**src/rtl/egg_timer_pkg.sv**
```systemverilog
// Shared definitions for the egg timer controller: state encoding and BCD digit limits.
package egg_timer_pkg;

    localparam int BCD_W        = 4;
    localparam int SEC_TENS_MAX = 5;
    localparam int ONES_MAX     = 9;

    typedef enum logic [1:0] {
        ST_IDLE  = 2'd0,
        ST_RUN   = 2'd1,
        ST_PAUSE = 2'd2,
        ST_ALARM = 2'd3
    } state_e;

    // States in which the divider runs and ticks advance the prescaler.
    function automatic logic is_counting(state_e s);
        return (s == ST_RUN) || (s == ST_ALARM);
    endfunction

endpackage

```
**src/rtl/egg_timer_ctrl_if.sv**
```systemverilog
// Button / divider / display bundle around the egg timer controller.
// master = button, divider and display side; slave = the controller.
interface egg_timer_ctrl_if;
    import egg_timer_pkg::*;

    logic             div_clk;
    logic             btn_min;
    logic             btn_sec;
    logic             btn_start;
    logic             btn_clr;
    logic             div_en;
    logic [BCD_W-1:0] min_t;
    logic [BCD_W-1:0] min_o;
    logic [BCD_W-1:0] sec_t;
    logic [BCD_W-1:0] sec_o;
    logic [1:0]       state;
    logic             alarm;
    logic             disp_blank;

    modport master (
        output div_clk, btn_min, btn_sec, btn_start, btn_clr,
        input  div_en, min_t, min_o, sec_t, sec_o, state, alarm, disp_blank
    );

    modport slave (
        input  div_clk, btn_min, btn_sec, btn_start, btn_clr,
        output div_en, min_t, min_o, sec_t, sec_o, state, alarm, disp_blank
    );

endinterface

```
**src/rtl/egg_bcd_digit.sv**
```systemverilog
// One registered BCD digit with wrap-around increment/decrement.
// carry_o/borrow_o flag that the current inc/dec wraps, so digits chain combinationally.
module egg_bcd_digit
    import egg_timer_pkg::*;
#(
    parameter int MAX = 9
) (
    input  logic             clk_i,
    input  logic             rst_ni,
    input  logic             inc_i,
    input  logic             dec_i,
    input  logic             clr_i,
    output logic [BCD_W-1:0] value_o,
    output logic             carry_o,
    output logic             borrow_o
);

    localparam logic [BCD_W-1:0] MAXV = BCD_W'(MAX);

    logic [BCD_W-1:0] value_q, value_d;

    assign carry_o  = inc_i && (value_q == MAXV);
    assign borrow_o = dec_i && (value_q == '0);
    assign value_o  = value_q;

    // Next digit value: clear wins over increment, increment over decrement.
    always_comb begin
        value_d = value_q;
        if (clr_i) begin
            value_d = '0;
        end else if (inc_i) begin
            value_d = carry_o ? '0 : value_q + 1'b1;
        end else if (dec_i) begin
            value_d = borrow_o ? MAXV : value_q - 1'b1;
        end
    end

    // Digit register.
    always_ff @(posedge clk_i) begin
        if (!rst_ni) value_q <= '0;
        else         value_q <= value_d;
    end

endmodule

```
**src/rtl/egg_timer_ctrl.sv**
```systemverilog
// Egg timer run/pause/alarm sequencer: gates the divider, turns its output into
// one-second events, counts MM:SS down in BCD and raises the alarm at 00:00.
// Optional build macro EGG_TIMER_BLINK_EN: blink the display in PAUSE and ALARM.
module egg_timer_ctrl
    import egg_timer_pkg::*;
#(
    parameter int TICKS_PER_SEC = 1,
    parameter int MAX_MIN       = 99,
    parameter int ALARM_SECS    = 10
) (
    input  logic            clk_i,
    input  logic            rst_ni,
    egg_timer_ctrl_if.slave bus
);

    localparam logic [3:0]       PRESC_LAST = 4'(TICKS_PER_SEC - 1);
    localparam logic [7:0]       ALARM_LAST = 8'(ALARM_SECS - 1);
    localparam logic [BCD_W-1:0] MM_T       = BCD_W'(MAX_MIN / 10);
    localparam logic [BCD_W-1:0] MM_O       = BCD_W'(MAX_MIN % 10);

    state_e           state_q, state_d;
    logic             div_q;
    logic             tick;
    logic             sec_evt;
    logic [3:0]       presc_q, presc_d;
    logic [7:0]       alm_q, alm_d;
    logic             div_en_q, div_en_d;
    logic             alarm_q, alarm_d;

    logic             dig_clr, min_inc, sec_inc, time_dec;
    logic             min_at_max, time_nz, time_one;
    logic [BCD_W-1:0] min_t_v, min_o_v, sec_t_v, sec_o_v;
    logic             sec_o_cy, sec_o_bw, sec_t_cy, sec_t_bw;
    logic             min_o_cy, min_o_bw, min_t_cy, min_t_bw;
    logic             unused_flags;

    assign tick       = bus.div_clk & ~div_q;
    assign sec_evt    = tick && is_counting(state_q) && (presc_q == PRESC_LAST);
    assign min_at_max = (min_t_v == MM_T) && (min_o_v == MM_O);
    assign time_nz    = |{min_t_v, min_o_v, sec_t_v, sec_o_v};
    assign time_one   = ({min_t_v, min_o_v, sec_t_v} == '0) && (sec_o_v == BCD_W'(1));

    // Seconds: tens increments on ones carry and wraps 5->0, so 59 rolls to 00 without touching minutes.
    egg_bcd_digit #(.MAX(ONES_MAX)) u_sec_o (
        .clk_i(clk_i), .rst_ni(rst_ni), .inc_i(sec_inc), .dec_i(time_dec), .clr_i(dig_clr),
        .value_o(sec_o_v), .carry_o(sec_o_cy), .borrow_o(sec_o_bw)
    );
    egg_bcd_digit #(.MAX(SEC_TENS_MAX)) u_sec_t (
        .clk_i(clk_i), .rst_ni(rst_ni), .inc_i(sec_o_cy), .dec_i(sec_o_bw), .clr_i(dig_clr),
        .value_o(sec_t_v), .carry_o(sec_t_cy), .borrow_o(sec_t_bw)
    );
    // Minutes: reaching the configured ceiling clears both digits instead of incrementing.
    egg_bcd_digit #(.MAX(ONES_MAX)) u_min_o (
        .clk_i(clk_i), .rst_ni(rst_ni), .inc_i(min_inc && !min_at_max), .dec_i(sec_t_bw),
        .clr_i(dig_clr || (min_inc && min_at_max)),
        .value_o(min_o_v), .carry_o(min_o_cy), .borrow_o(min_o_bw)
    );
    egg_bcd_digit #(.MAX(ONES_MAX)) u_min_t (
        .clk_i(clk_i), .rst_ni(rst_ni), .inc_i(min_o_cy), .dec_i(min_o_bw),
        .clr_i(dig_clr || (min_inc && min_at_max)),
        .value_o(min_t_v), .carry_o(min_t_cy), .borrow_o(min_t_bw)
    );

    // The countdown never borrows below 00:00 and seconds never carry into minutes.
    assign unused_flags = ^{sec_t_cy, min_t_cy, min_t_bw};

    // Next state, digit controls, prescaler and alarm-second counter.
    always_comb begin
        state_d  = state_q;
        presc_d  = presc_q;
        alm_d    = alm_q;
        dig_clr  = 1'b0;
        min_inc  = 1'b0;
        sec_inc  = 1'b0;
        time_dec = 1'b0;

        if (tick && is_counting(state_q)) begin
            presc_d = (presc_q == PRESC_LAST) ? 4'd0 : presc_q + 4'd1;
        end

        if (bus.btn_clr) begin
            state_d = ST_IDLE;
            dig_clr = 1'b1;
            presc_d = 4'd0;
        end else begin
            case (state_q)
                ST_IDLE: begin
                    if (bus.btn_start && time_nz) begin
                        state_d = ST_RUN;
                        presc_d = 4'd0;
                    end else begin
                        min_inc = bus.btn_min;
                        sec_inc = bus.btn_sec;
                    end
                end
                ST_RUN: begin
                    if (bus.btn_start) begin
                        state_d = ST_PAUSE;
                    end else if (sec_evt) begin
                        time_dec = 1'b1;
                        if (time_one) begin
                            state_d = ST_ALARM;
                            alm_d   = 8'd0;
                        end
                    end
                end
                ST_PAUSE: begin
                    if (bus.btn_start) state_d = ST_RUN;
                end
                ST_ALARM: begin
                    if (bus.btn_start) begin
                        state_d = ST_IDLE;
                    end else if (sec_evt) begin
                        if (alm_q == ALARM_LAST) state_d = ST_IDLE;
                        else                     alm_d   = alm_q + 8'd1;
                    end
                end
                default: state_d = ST_IDLE;
            endcase
        end

        div_en_d = is_counting(state_d);
        alarm_d  = (state_d == ST_ALARM);
    end

    // Control registers; outputs follow the state on the same edge.
    always_ff @(posedge clk_i) begin
        if (!rst_ni) begin
            state_q  <= ST_IDLE;
            div_q    <= 1'b0;
            presc_q  <= 4'd0;
            alm_q    <= 8'd0;
            div_en_q <= 1'b0;
            alarm_q  <= 1'b0;
        end else begin
            state_q  <= state_d;
            div_q    <= bus.div_clk;
            presc_q  <= presc_d;
            alm_q    <= alm_d;
            div_en_q <= div_en_d;
            alarm_q  <= alarm_d;
        end
    end

`ifdef EGG_TIMER_BLINK_EN
    logic blank_q, blank_d;

    // Blink toggles on each raw divider edge while paused or alarming, forced off otherwise.
    always_comb begin
        blank_d = blank_q;
        if ((state_d == ST_IDLE) || (state_d == ST_RUN)) begin
            blank_d = 1'b0;
        end else if (tick) begin
            blank_d = ~blank_q;
        end
    end

    // Blink register.
    always_ff @(posedge clk_i) begin
        if (!rst_ni) blank_q <= 1'b0;
        else         blank_q <= blank_d;
    end

    assign bus.disp_blank = blank_q;
`else
    assign bus.disp_blank = 1'b0;
`endif

    assign bus.div_en = div_en_q;
    assign bus.alarm  = alarm_q;
    assign bus.state  = state_q;
    assign bus.min_t  = min_t_v;
    assign bus.min_o  = min_o_v;
    assign bus.sec_t  = sec_t_v;
    assign bus.sec_o  = sec_o_v;

endmodule
```
**src/flat_wrapper.sv**
```systemverilog
// flat-port wrapper written by rule: the top's interface ports become plain ports
module egg_timer_ctrl_flat import egg_timer_pkg::*;
#(
    parameter int TICKS_PER_SEC = 1,
    parameter int MAX_MIN       = 99,
    parameter int ALARM_SECS    = 10
)
  (clk_i, rst_ni, bus_div_clk, bus_btn_min, bus_btn_sec, bus_btn_start, bus_btn_clr, bus_div_en, bus_min_t, bus_min_o, bus_sec_t, bus_sec_o, bus_state, bus_alarm, bus_disp_blank);
  egg_timer_ctrl_if bus_i ();
  input  logic clk_i;
  input  logic rst_ni;
  input wire logic [$bits(bus_i.div_clk)-1:0] bus_div_clk;
  input wire logic [$bits(bus_i.btn_min)-1:0] bus_btn_min;
  input wire logic [$bits(bus_i.btn_sec)-1:0] bus_btn_sec;
  input wire logic [$bits(bus_i.btn_start)-1:0] bus_btn_start;
  input wire logic [$bits(bus_i.btn_clr)-1:0] bus_btn_clr;
  output wire logic [$bits(bus_i.div_en)-1:0] bus_div_en;
  output wire logic [$bits(bus_i.min_t)-1:0] bus_min_t;
  output wire logic [$bits(bus_i.min_o)-1:0] bus_min_o;
  output wire logic [$bits(bus_i.sec_t)-1:0] bus_sec_t;
  output wire logic [$bits(bus_i.sec_o)-1:0] bus_sec_o;
  output wire logic [$bits(bus_i.state)-1:0] bus_state;
  output wire logic [$bits(bus_i.alarm)-1:0] bus_alarm;
  output wire logic [$bits(bus_i.disp_blank)-1:0] bus_disp_blank;
  assign bus_i.div_clk = bus_div_clk;
  assign bus_i.btn_min = bus_btn_min;
  assign bus_i.btn_sec = bus_btn_sec;
  assign bus_i.btn_start = bus_btn_start;
  assign bus_i.btn_clr = bus_btn_clr;
  assign bus_div_en = bus_i.div_en;
  assign bus_min_t = bus_i.min_t;
  assign bus_min_o = bus_i.min_o;
  assign bus_sec_t = bus_i.sec_t;
  assign bus_sec_o = bus_i.sec_o;
  assign bus_state = bus_i.state;
  assign bus_alarm = bus_i.alarm;
  assign bus_disp_blank = bus_i.disp_blank;
  egg_timer_ctrl #(.TICKS_PER_SEC(TICKS_PER_SEC), .MAX_MIN(MAX_MIN), .ALARM_SECS(ALARM_SECS)) u_core (.clk_i(clk_i), .rst_ni(rst_ni), .bus(bus_i));
endmodule
```
**config.mk**
```make
export PLATFORM = sky130hd
export DESIGN_NAME = egg_timer_ctrl_flat
export DESIGN_NICKNAME = d
export VERILOG_FILES = /design/src/rtl/egg_timer_pkg.sv /design/src/rtl/egg_timer_ctrl_if.sv /design/src/rtl/egg_bcd_digit.sv /design/src/rtl/egg_timer_ctrl.sv /design/src/flat_wrapper.sv
export SDC_FILE = /design/constraint.sdc
export NUM_CORES = 1
export LEC_CHECK = 0
export CAP_MARGIN = 20
export CORE_ASPECT_RATIO = 1.1
export CORE_MARGIN = 2
export CORE_UTILIZATION = 35
export CTS_CLUSTER_DIAMETER = 30
export CTS_CLUSTER_SIZE = 20
export DETAILED_ROUTE_END_ITERATION = 7
export GPL_TIMING_DRIVEN = 0
export SYNTH_ARGS = -nofsm -noshare
export SYNTH_HDL_FRONTEND = slang
export SYNTH_SLANG_ARGS = --single-unit
```
**constraint.sdc**
```tcl
create_clock -name clk_i -period 2.7 [get_ports clk_i]
set_clock_uncertainty 0.15 [all_clocks]
set_input_delay 0.405 -clock clk_i [delete_from_list [all_inputs] [get_ports clk_i]]
set_output_delay 0.405 -clock clk_i [all_outputs]
set_load 0.005 [all_outputs]
```
==> qor.csv <==
metric,value,unit
grt_start_max_net_pins,11,
critPathLaunch,u_core.u_min_o.value_o[1],
nets,357,
worst_slew_pin_slew,743.9,ps
slew_viol_final,0,
h-tree-depth,2,
drt-total-wl,6.062,mm
worstSetupPathType,flop to flop,
hp-class,flop to flop,
grt_pass1_vias,2073,
cp.buffers_inverters,2,
arrival,2620,ps
n_antenna_cell,0,
grt_pass1_wl,10.12,mm
ys.flop_type,dfxtp_1,
yosys_warnings,0,
cts_hold_buf,0,
initialDrtViolationCount,92,
syn-cell-area,2474,um2
cts_root_buf,clkbuf_8,
die_area,7757,um2
synth-edff-count,0,
overflow,0,
cts_inserted_buffers,5,
cts.path.max_buffers,2,
vias,2309,
clock-sinks,33,
hold_start,u_core.u_min_o.value_o[0],
most-common-layout-cells,"dfxtp_1 (27), clkdlybuf4s50_1 (25), a21oi_1 (19)",
synth-seq-cells,33,
gp_congestion,0.8194,
reg2reg_to,u_core.u_min_o.value_o[3],
insertion_delay,290,ps
finalCritPeriodShare,96.82,%
max_cap_viol_count,0,
coreArea,6927,um2
status,completed,
min_period,2614,ps
hold_depth,1,
fp-row-count,32,
p_total,0.9638,mW
min_to,u_core.u_min_o.value_o[0],
worstPathCellList,inv_2 -> ha_2 -> or3b_4 -> buf_6 -> o41a_4 -> or4_4 -> nand3_1 -> a21oi_1,
die_h,92.17,um
leakage,1.086,nW
hpwl,4.385,mm
r2r_cells,8,
ioPinCount,28,
syn_nets,321,
post-route-cell-area,3005,um2
dpl_cell_area,2830,um2
syn_to_final_growth,21.50,%
netlist_instances,295,
crit_path_end_kind,flop,
layout-drive-gt1-share,20.48,%
worst-r2r-setup-slack,90,ps
drt.antenna.violating_nets,0,
start_kind,flop,
wl_per_cell,14.54,um
ys_types,67,
max_clock_freq,382.5,MHz
die_w,84.16,um
syn_area_per_cell,8.385,um2
relSlewSlack,49.71,%
r2r_start,u_core.u_min_o.value_o[1],
vdd_drop_max,0.1986,mV
mostFrequentLayoutCell,dfxtp_1,
crit_cells,8,
max_stage_delay,560,ps
critPathMaxFanout,9,
initial_core_util,35.71,%
first_pass_iters,4,
crit_required,2700,ps
via_per_inst,5.537,
cts_tree,done,
hold_viol,0,
slowest_stage,or4_4,
final-setup-viol-count,0,
cp_top_family,simple AND/OR/NAND/NOR gates,
drc,0,
power.density,320.7,nW/um2
clkTransAtPathRegs,70,ps
antenna_found_initial,0,
synthArstFlopShare,0,%
yosysSeqAreaShare,26.71,%
io_buffers,25,
globalRouteTotalUtil,15.92,%
[power by group]
part	switching, mW	internal [mW]
clock network	0.179	0.183
logic	0.0576	0.0500
registers	0.00554	0.489
[Yosys cell counts (2+ instances only)]
cell	number	share of area, %
dfxtp_1	33	27
a21oi_1	19	3.8
ha_1	19	9.6
nand2_1	19	2.9
nand3_1	17	3.4
inv_1	16	2.4
nor2_1	13	2.0
o21ai_0	13	2.6
nor3_1	11	2.2
nor3b_1	9	2.7
a31o_2	7	2.5
clkbuf_1	7	1.1
a31oi_1	6	1.5
and2_1	6	1.5
xor2_1	6	2.1
nand2b_1	5	1.3
nor4_1	5	1.3
nor4b_1	5	1.8
nand3b_1	4	1.2
nand4_1	4	1.0
or3b_2	4	1.4
and3_1	3	0.76
buf_2	3	0.61
o211ai_1	3	0.91
a211o_1	2	0.71
a211oi_1	2	0.61
a21boi_0	2	0.61
and3b_1	2	0.71
buf_4	2	0.61
buf_6	2	0.91
mux2_2	2	0.91
mux2i_1	2	0.81
nor2b_1	2	0.51
o21bai_1	2	0.61
o221ai_1	2	0.71
or2_2	2	0.51
or3_1	2	0.51
or3b_4	2	0.91
or4_1	2	0.61
[state kept, by name (all words and copies together), names as in the netlist]
name and count:
u_core.bus.state 2, u_core.div_q 1, u_core.u_sec_o.value_o 4, u_core.u_sec_t.value_o 4, u_core.u_min_o.value_o 4, u_core.alm_q 8, u_core.u_min_t.value_o 4, u_core.presc_q 4
u_core.bus.alarm 1, u_core.bus.div_en 1
[metal layers]
| metal | GRT usage [%] | routed length (um) | vias up |
|---|---|---|---|
| met5 | 0 | 0 | - |
| met4 | 5.376 | 70 | 0 |
| met3 | 2.430 | 205 | 5 |
| met2 | 25.00 | 2806 | 40 |
| met1 | 22.17 | 2980 | 1086 |
| li1 | - | - | 1178 |
[how the worst max path moves through the flow]
stage                                end
2_1_floorplan  u_core.u_min_o.value_o[0]
3_3_place_gp             u_core.alm_q[7]
3_5_place_dp             u_core.alm_q[7]
4_1_cts        u_core.u_min_o.value_o[0]
5_1_grt        u_core.u_min_o.value_o[3]
6_report       u_core.u_min_o.value_o[3]
[timing repair]
item                       in CTS  in global routing
gates cloned                    0                  0
setup endpoints to repair      16                 23
resized for setup               8                 21
buffers inserted                2                  2
pin swaps                       2                  3
[per-stage QoR]
step	instances	hold WS, ps	util [%]	TNS (ps)	worst slack, ps
after global placement	405	361.0	40.86	-4115	-520.4
final	417	365.2	43.39	0	85.79
after CTS	415	362.6	42.58	-0.6803	-0.6803
after detailed placement	405	371.1	40.86	-4387	-504.0
after global routing	417	383.5	43.39	-15.57	-15.57
after floorplan	295	335.0	-	0	84.58
[cells by family (layout without fill, tap and decap cells)]
group	Yosys count	count (layout)	share of synthesized area, %
compound gates	76	76	23.07
xor+xnor	7	7	2.479
fa+ha+maj	19	19	9.611
buf+inv	30	67	5.614
flops	33	33	26.71
mux	4	4	1.720
other cells	1	1	0.1516
simple gates	125	125	30.65
[area by class of cell]
cell class | instances | area [um2]
timing repair buffer | 29 | 280.3
clock buffer | 8 | 80.08
tap | 85 | 106.4
multi-input combinational | 232 | 1727
buffer | 14 | 78.83
fill | 710 | 3921
sequential | 33 | 673.1
inverter | 16 | 60.06
Note: power is estimated with default switching activity, not from simulation.
